--- config.mk ---
export PLATFORM = sky130hd
export DESIGN_NAME = i2c_slave_rx
export DESIGN_NICKNAME = d
export VERILOG_FILES = /design/src/rtl/i2c_slave_rx.sv
export SDC_FILE = /design/constraint.sdc
export NUM_CORES = 1
export LEC_CHECK = 0
export BUFFER_PORTS_ARGS = -buffer_cell sky130_fd_sc_hd__buf_2
export CAP_MARGIN = 20
export CORE_MARGIN = 1
export CORE_UTILIZATION = 40
export DETAILED_ROUTE_END_ITERATION = 8
export GPL_ROUTABILITY_DRIVEN = 0
export GPL_TIMING_DRIVEN = 0
export PLACE_DENSITY_LB_ADDON = 0.15
export SLEW_MARGIN = 20
export SYNTH_ARGS = -nofsm -noshare
export SYNTH_HDL_FRONTEND = slang
export SYNTH_SLANG_ARGS = --single-unit
export TNS_END_PERCENT = 5
--- constraint.sdc ---
create_clock -name clk -period 2.4 [get_ports clk]
set_input_delay 0.48 -clock clk [delete_from_list [all_inputs] [get_ports clk]]
set_output_delay 0.48 -clock clk [all_outputs]
set_load 0.01 [all_outputs]
--- src/rtl/i2c_slave_rx.sv ---
// I2C slave receive front-end.
// Conditions raw SCL/SDA (synchroniser + deglitch filter), detects START/STOP,
// deserialises bytes MSB first and drives the 9th-bit ACK when requested.
// Ports:
//   clk, rst_n   system clock, asynchronous active-low reset
//   scl_in       raw SCL (asynchronous)
//   sda_in       raw SDA (asynchronous)
//   ack_in       ACK request for the current byte
//   sda_oe_out   1 = pull SDA low
//   byte_out     last received byte, held until the next byte completes
//   valid_out    one-clk pulse, byte_out newly valid
//   start_out    one-clk pulse, START / repeated START
//   stop_out     one-clk pulse, STOP
module i2c_slave_rx #(
    parameter int unsigned SYNC_STAGES = 2,
    parameter int unsigned DEGLITCH    = 2
) (
    input  logic       clk,
    input  logic       rst_n,
    input  logic       scl_in,
    input  logic       sda_in,
    input  logic       ack_in,
    output logic       sda_oe_out,
    output logic [7:0] byte_out,
    output logic       valid_out,
    output logic       start_out,
    output logic       stop_out
);

    localparam int unsigned CNT_W = $clog2(DEGLITCH + 1);
    localparam int unsigned BIT_W = 4;

    typedef enum logic [1:0] {
        IDLE,
        RX_BITS,
        ACK_WAIT,
        ACK_DRIVE
    } state_t;

    logic [SYNC_STAGES-1:0] scl_sync, sda_sync;
    logic [CNT_W-1:0]       scl_cnt, sda_cnt;
    logic                   scl_s, sda_s, scl_prev, sda_prev;
    logic                   scl_sync_c, sda_sync_c;

    state_t           state_q, state_d;
    logic [BIT_W-1:0] bit_cnt_q, bit_cnt_d;
    logic [7:0]       shift_q, shift_d;
    logic [7:0]       byte_d;
    logic             valid_d, start_d, stop_d, oe_d;

    logic scl_rise_c, scl_fall_c, start_c, stop_c;

    assign scl_sync_c = scl_sync[SYNC_STAGES-1];
    assign sda_sync_c = sda_sync[SYNC_STAGES-1];

    // Synchronisers; reset to the idle (high) bus level
    always_ff @(posedge clk or negedge rst_n) begin
        if (!rst_n) begin
            scl_sync <= '1;
            sda_sync <= '1;
        end else begin
            scl_sync <= {scl_sync[SYNC_STAGES-2:0], scl_in};
            sda_sync <= {sda_sync[SYNC_STAGES-2:0], sda_in};
        end
    end

    // Deglitch: a new level is accepted after DEGLITCH consecutive differing samples
    always_ff @(posedge clk or negedge rst_n) begin
        if (!rst_n) begin
            scl_s   <= 1'b1;
            scl_cnt <= '0;
        end else if (scl_sync_c == scl_s) begin
            scl_cnt <= '0;
        end else if (scl_cnt == CNT_W'(DEGLITCH - 1)) begin
            scl_s   <= scl_sync_c;
            scl_cnt <= '0;
        end else begin
            scl_cnt <= scl_cnt + CNT_W'(1);
        end
    end

    always_ff @(posedge clk or negedge rst_n) begin
        if (!rst_n) begin
            sda_s   <= 1'b1;
            sda_cnt <= '0;
        end else if (sda_sync_c == sda_s) begin
            sda_cnt <= '0;
        end else if (sda_cnt == CNT_W'(DEGLITCH - 1)) begin
            sda_s   <= sda_sync_c;
            sda_cnt <= '0;
        end else begin
            sda_cnt <= sda_cnt + CNT_W'(1);
        end
    end

    // Previous filtered levels for edge detection
    always_ff @(posedge clk or negedge rst_n) begin
        if (!rst_n) begin
            scl_prev <= 1'b1;
            sda_prev <= 1'b1;
        end else begin
            scl_prev <= scl_s;
            sda_prev <= sda_s;
        end
    end

    assign scl_rise_c = ~scl_prev & scl_s;
    assign scl_fall_c = scl_prev & ~scl_s;
    assign start_c    = sda_prev & ~sda_s & scl_s;
    assign stop_c     = ~sda_prev & sda_s & scl_s;

    // State and output registers
    always_ff @(posedge clk or negedge rst_n) begin
        if (!rst_n) begin
            state_q    <= IDLE;
            bit_cnt_q  <= '0;
            shift_q    <= '0;
            byte_out   <= '0;
            valid_out  <= 1'b0;
            start_out  <= 1'b0;
            stop_out   <= 1'b0;
            sda_oe_out <= 1'b0;
        end else begin
            state_q    <= state_d;
            bit_cnt_q  <= bit_cnt_d;
            shift_q    <= shift_d;
            byte_out   <= byte_d;
            valid_out  <= valid_d;
            start_out  <= start_d;
            stop_out   <= stop_d;
            sda_oe_out <= oe_d;
        end
    end

    // Next state; bus conditions override whatever the FSM is doing
    always_comb begin
        state_d   = state_q;
        bit_cnt_d = bit_cnt_q;
        shift_d   = shift_q;
        byte_d    = byte_out;
        valid_d   = 1'b0;
        start_d   = 1'b0;
        stop_d    = 1'b0;
        oe_d      = sda_oe_out;

        if (start_c) begin
            start_d   = 1'b1;
            bit_cnt_d = '0;
            oe_d      = 1'b0;
            state_d   = RX_BITS;
        end else if (stop_c) begin
            stop_d  = 1'b1;
            oe_d    = 1'b0;
            state_d = IDLE;
        end else begin
            case (state_q)
                IDLE: begin
                end
                RX_BITS: begin
                    if (scl_rise_c) begin
                        shift_d   = {shift_q[6:0], sda_s};
                        bit_cnt_d = bit_cnt_q + BIT_W'(1);
                        if (bit_cnt_q == BIT_W'(7)) begin
                            byte_d  = shift_d;
                            valid_d = 1'b1;
                            state_d = ACK_WAIT;
                        end
                    end
                end
                ACK_WAIT: begin
                    // SCL just went low after bit 8: safe to start driving
                    if (scl_fall_c) begin
                        oe_d    = ack_in;
                        state_d = ACK_DRIVE;
                    end
                end
                ACK_DRIVE: begin
                    if (scl_fall_c) begin
                        oe_d      = 1'b0;
                        bit_cnt_d = '0;
                        state_d   = RX_BITS;
                    end
                end
                default: state_d = IDLE;
            endcase
        end
    end

endmodule

# ---- Word-level counts from Yosys, hierarchy flattened
# Cells that the tools add are included.
dict set report word_totals {
  ff_bits 37
  latch_bits 0
  ram_bits 0
  rom_bits 0
  in_bits 5
  wordCells 87
  n_memories 0
}
dict set report classes {
  addsub 3
  mul 0
  div_mod_pow 0
  magnitude_cmp 0
  n_eq_ne 15
  n_shift 0
  mux 29
  n_bitwise 14
  n_reduce_logical 10
}
# operator count
set op_table {}
lappend op_table {{$mux W2} 10}
lappend op_table {{$mux W4} 4}
lappend op_table {{$ne A4 B4 Y1 const B} 4}
lappend op_table {{$mux W1} 12}
lappend op_table {{$reduce_and A5 Y1} 2}
lappend op_table {{$not A1 Y1} 8}
lappend op_table {{$pmux W4 S2} 1}
lappend op_table {{$reduce_and A4 Y1} 2}
lappend op_table {{$and A1 B1 Y1} 6}
lappend op_table {{$eq A2 B1 Y1 const B} 3}
lappend op_table {{$ne A3 B3 Y1 const B} 2}
lappend op_table {{$pmux W2 S3} 1}
lappend op_table {{$reduce_bool A5 Y1} 1}
lappend op_table {{$add A2 B1 Y2 const B} 2}
lappend op_table {{$add A4 B1 Y4 const B} 1}
lappend op_table {{$eq A2 B2 Y1 const B} 2}
lappend op_table {{$eq A4 B3 Y1 const B} 1}
lappend op_table {{$reduce_and A2 Y1} 2}
lappend op_table {{$reduce_bool A4 Y1} 1}
lappend op_table {{$reduce_and A3 Y1} 1}
lappend op_table {{$reduce_bool A3 Y1} 1}
lappend op_table {{$eq A1 B1 Y1} 2}
lappend op_table {{$ne A2 B2 Y1 const B} 1}
lappend op_table {{$pmux W1 S2} 1}

# ---- Logic depth before layout (Yosys ltp)
dict set report depth {
  word_depth 6
  mapped_depth 6
}

# ---- Worst setup path after synthesis
# OpenSTA, ideal clock, no wires.
dict set report synth_path {
  path_kind {reg2reg}
  from {register sda_prev}
  to {register byte_out[0]}
  setup_time_ps 125
  arrival_ps 1616
  slack_ps 659
  path_stages_with_launch 7
  cell_sequence {dfstp_2 > clkbuf_1 > xnor2_1 > nand3_1 > or2_1 > buf_6 > mux2_4}
}
dict set report synth_via {
  elab_chain_len 5
}
# element line
set synth_rtl {}
lappend synth_rtl {{from (decl)} 42} ;# logic scl_s, sda_s, scl_prev, sda_prev;
lappend synth_rtl {{from (signal assigned)} 103} ;# sda_prev <= sda_s;
lappend synth_rtl {{$not A1 Y1} 110} ;# assign stop_c = ~sda_prev & sda_s & scl_s;
lappend synth_rtl {{$and A1 B1 Y1 (2 in a row)} 110}
lappend synth_rtl {{$not A1 Y1 (no source line)} --}
lappend synth_rtl {{$reduce_and A5 Y1 (no source line) (*)} --}
lappend synth_rtl {{to (signal assigned)} 127} ;# byte_out <= byte_d;
lappend synth_rtl {{to (decl)} 24} ;# output logic [7:0] byte_out,
# Every way passes the cells marked *; elsewhere a longest branch is shown, timed or not.
# A chain may end at the register's enable or synchronous reset.

# ---- Worst setup path in the final report
# Same ends and word-level chain as after synthesis.

==> results.json <==
{
  "grt_util_met1": 0.172,
  "maxCapViolCount": 0,
  "clock-sinks": 37,
  "grt_antenna_before_repair": 0,
  "nNetsFinal": 139,
  "synthTopCellsByArea": "dfrtp_1 (48%), dfstp_2 (14%), mux2_4 (8.0%)",
  "vias_per_cell": 5.02,
  "root_buffer": "clkbuf_8",
  "synth-simple-area-share": 0.111,
  "fp.coreArea_um2": 3470,
  "layout-drive-gt1-share": 0.381,
  "ys_types": 33,
  "clk_latency_ns": 0.29,
  "rsz0062_at_grt": "no",
  "preCtsSetupSlack_ns": 0.554,
  "crit_start": "sda_prev",
  "htree_levels": 2,
  "setup_ws_ns": 0.550,
  "netlist_instances": 110,
  "r2r-start": "sda_prev",
  "switching_share": 0.320,
  "drt-initial-drc-count": 55,
  "cts_made_buffers": 5,
  "skew_ns": 0.00653,
  "synth.mux.area_fraction": 0.132,
  "pwr-share-seq": 0.493,
  "crit_path_end": "byte_out[0]",
  "synth-compound-area-share": 0.0781,
  "critPathCaptureType": "flip-flop",
  "min_period_ns": 1.85,
  "cts_tree": "done",
  "synth.avg_cell_area_um2": 13.7,
  "final_area_um2": 1740,
  "ys_ff_latch": 37,
  "post_cts_buffers": 0,
  "rows": 21,
  "synth_top_area_frac": 0.482,
  "ys_warn_count": 0,
  "totalWireLength_um": 2400,
  "final_common_cell": "dfrtp_1",
  "critical_path_class": "flip-flop to flip-flop",
  "status": "completed",
  "ys_seq_area_frac": 0.621,
  "setup_viol": 0,
  "grt_max_degree": 38,
  "min_period_over_period": 0.771,
  "area_growth_pct": 15.5,
  "grt-busiest-layer": "met2",
  "min_path_type": "input port to asynchronous set/reset pin",
  "wl_per_cell_um": 13.4,
  "maxSlewViolCount": 0,
  "synth_fa_ha_area_frac": 0.00831,
  "relSlewSlack": 0.464,
  "cts.repair.resized": 0,
  "required_ns": 2.58,
  "reg2regPathDepth": 6,
  "grt_remaining_overflow": 0,
  "grt_pass1_wl_um": 4240,
  "syn_nets": 116,
  "antenna_left": 0,
  "initial_core_util": 0.434,
  "clk_pin_slew_ns": 0.08,
  "finalSetupTns_ns": 0,
  "synth_edf_count": 0,
  "critPathMaxFanout": 9,
  "p_int_mw": 1.31,
  "chipWidth_um": 63.4,
  "irDropWorstVdd_mv": 0.570,
  "diodes": 0,
  "use_met2": 0.215,
  "drc": 0,
  "p_per_area_nw_per_um2": 1110,
  "ys_async_sr_fraction": 1.00,
  "max_freq_mhz": 541,
  "drtPass1Iterations": 4,
  "worst_pin_slew_ns": 0.804,
  "p_switching_mw": 0.616,
  "synth-main-ff-cell": "dfrtp_1",
  "vias": 904,
  "worst_setup_path_start_kind": "flip-flop",
  "grt_pass1_vias": 925,
  "clkPwrFrac": 0.236,
  "dp_cells": 172,
  "post_dp_cell_area_um2": 1640,
  "syn_area_um2": 1510,
  "critPathArrivalTime_ns": 2.03,
  "r2r_slack_ns": 0.55,
  "synth-xor-area-share": 0.0233,
  "cts_hold_buf": 0,
  "mostFrequentLayoutCells": "dfrtp_1 (29), buf_2 (17), mux2_4 (8), dfstp_2 (8), mux2_2 (7)",
  "synth_top_family_by_area": "multiplexers",
  "fp.dieH_um": 63.4,
  "yosysTopAreaCell": "dfrtp_1",
  "leakagePower_nw": 0.851,
  "io_pins": 17,
  "clk_path_buf_depth": 2,
  "r2r-end": "byte_out[0]",
  "hold_viol_final": 0,
  "grtUsageMet3": 0.0543,
  "fillers": 328,
  "pwr-share-comb": 0.271,
  "fin_total_pwr_mw": 1.92,
  "grt.total_usage": 0.143,
  "stdcell_count": 180,
  "portBuffers": 16,
  "dieArea_um2": 4020
}
-- per-layer routing --
layer | vias up | wire [µm]
li1 | 433 | -
met1 | 452 | 1120
met2 | 13 | 1130
met3 | 6 | 100
met4 | 0 | 59
met5 | - | 0
-- per-stage QoR --
step	hold slack [ns]	utilization
finish	0.276	0.502
detailed placement	0.351	0.474
global placement	0.346	0.474
global route	0.265	0.502
floorplan	0.184	-
CTS	0.272	0.502
-- state kept, by name, indices dropped and copies added, names as in the netlist, 2 cells and up --
signal and count:
byte_out 8, shift_q 7, bit_cnt_q 4, scl_cnt 2, scl_sync 2, sda_cnt 2, sda_sync 2, state_q 2
-- power groups by stage --
stage               sequential (mW)  combinational, mW  clock, mW
floorplan                     0.939              0.397          0
global placement              0.949              0.513          0
detailed placement            0.961              0.533          0
CTS                           0.951              0.531      0.470
global route                  0.973              0.585      0.504
finish                        0.948              0.520      0.455
-- logic make-up after synthesis --
| group | after synthesis |
|---|---|
| compound gates | 18 |
| xor+xnor | 4 |
| fa+ha+maj | 1 |
| buf+inv | 8 |
| flops | 37 |
| mux | 15 |
| simple gates | 27 |
-- critical path, cell delays in order, from the launching register on --
cell and delay [ns]:
dfstp_2 0.52, clkbuf_1 0.25, xnor2_1 0.17, nand3_1 0.10
or2_1 0.24, buf_6 0.16, mux2_4 0.30
-- Yosys cell counts, types with 2 or more instances --
| master | instances |
|---|---|
| dfrtp_1 | 29 |
| dfstp_2 | 8 |
| mux2_4 | 8 |
| mux2_2 | 7 |
| a21oi_1 | 6 |
| nand2_1 | 6 |
| inv_1 | 4 |
| nand3_1 | 4 |
| o21ai_0 | 4 |
| and2_1 | 3 |
| nor2_1 | 3 |
| xnor2_1 | 3 |
| and4b_1 | 2 |
| clkbuf_1 | 2 |
| nand3b_1 | 2 |
| nor3b_1 | 2 |
-- worst min-delay path by stage --
stage,endpoint,start,slack (ns),depth (start not counted)
floorplan,bit_cnt_q[0],rst_n,0.18,0
global placement,scl_sync[1],scl_sync[0],0.35,0
detailed placement,sda_sync[1],sda_sync[0],0.35,0
CTS,sda_sync[0],sda_in,0.27,1
global route,sda_sync[0],sda_in,0.26,1
finish,bit_cnt_q[3],rst_n,0.28,1
-- layout make-up --
| type | count | area (µm²) | area share |
|---|---|---|---|
| buffer | 4 | 23.8 | 0.0137 |
| clock buffer | 6 | 82.6 | 0.0474 |
| clock inverter | 2 | 13.8 | 0.00791 |
| inverter | 4 | 15.0 | 0.00863 |
| multi-input combinational | 65 | 532 | 0.306 |
| sequential | 37 | 936 | 0.538 |
| tap | 46 | 57.6 | 0.0331 |
| timing repair buffer | 16 | 80.1 | 0.0460 |
(Power assumes the default switching activity.)
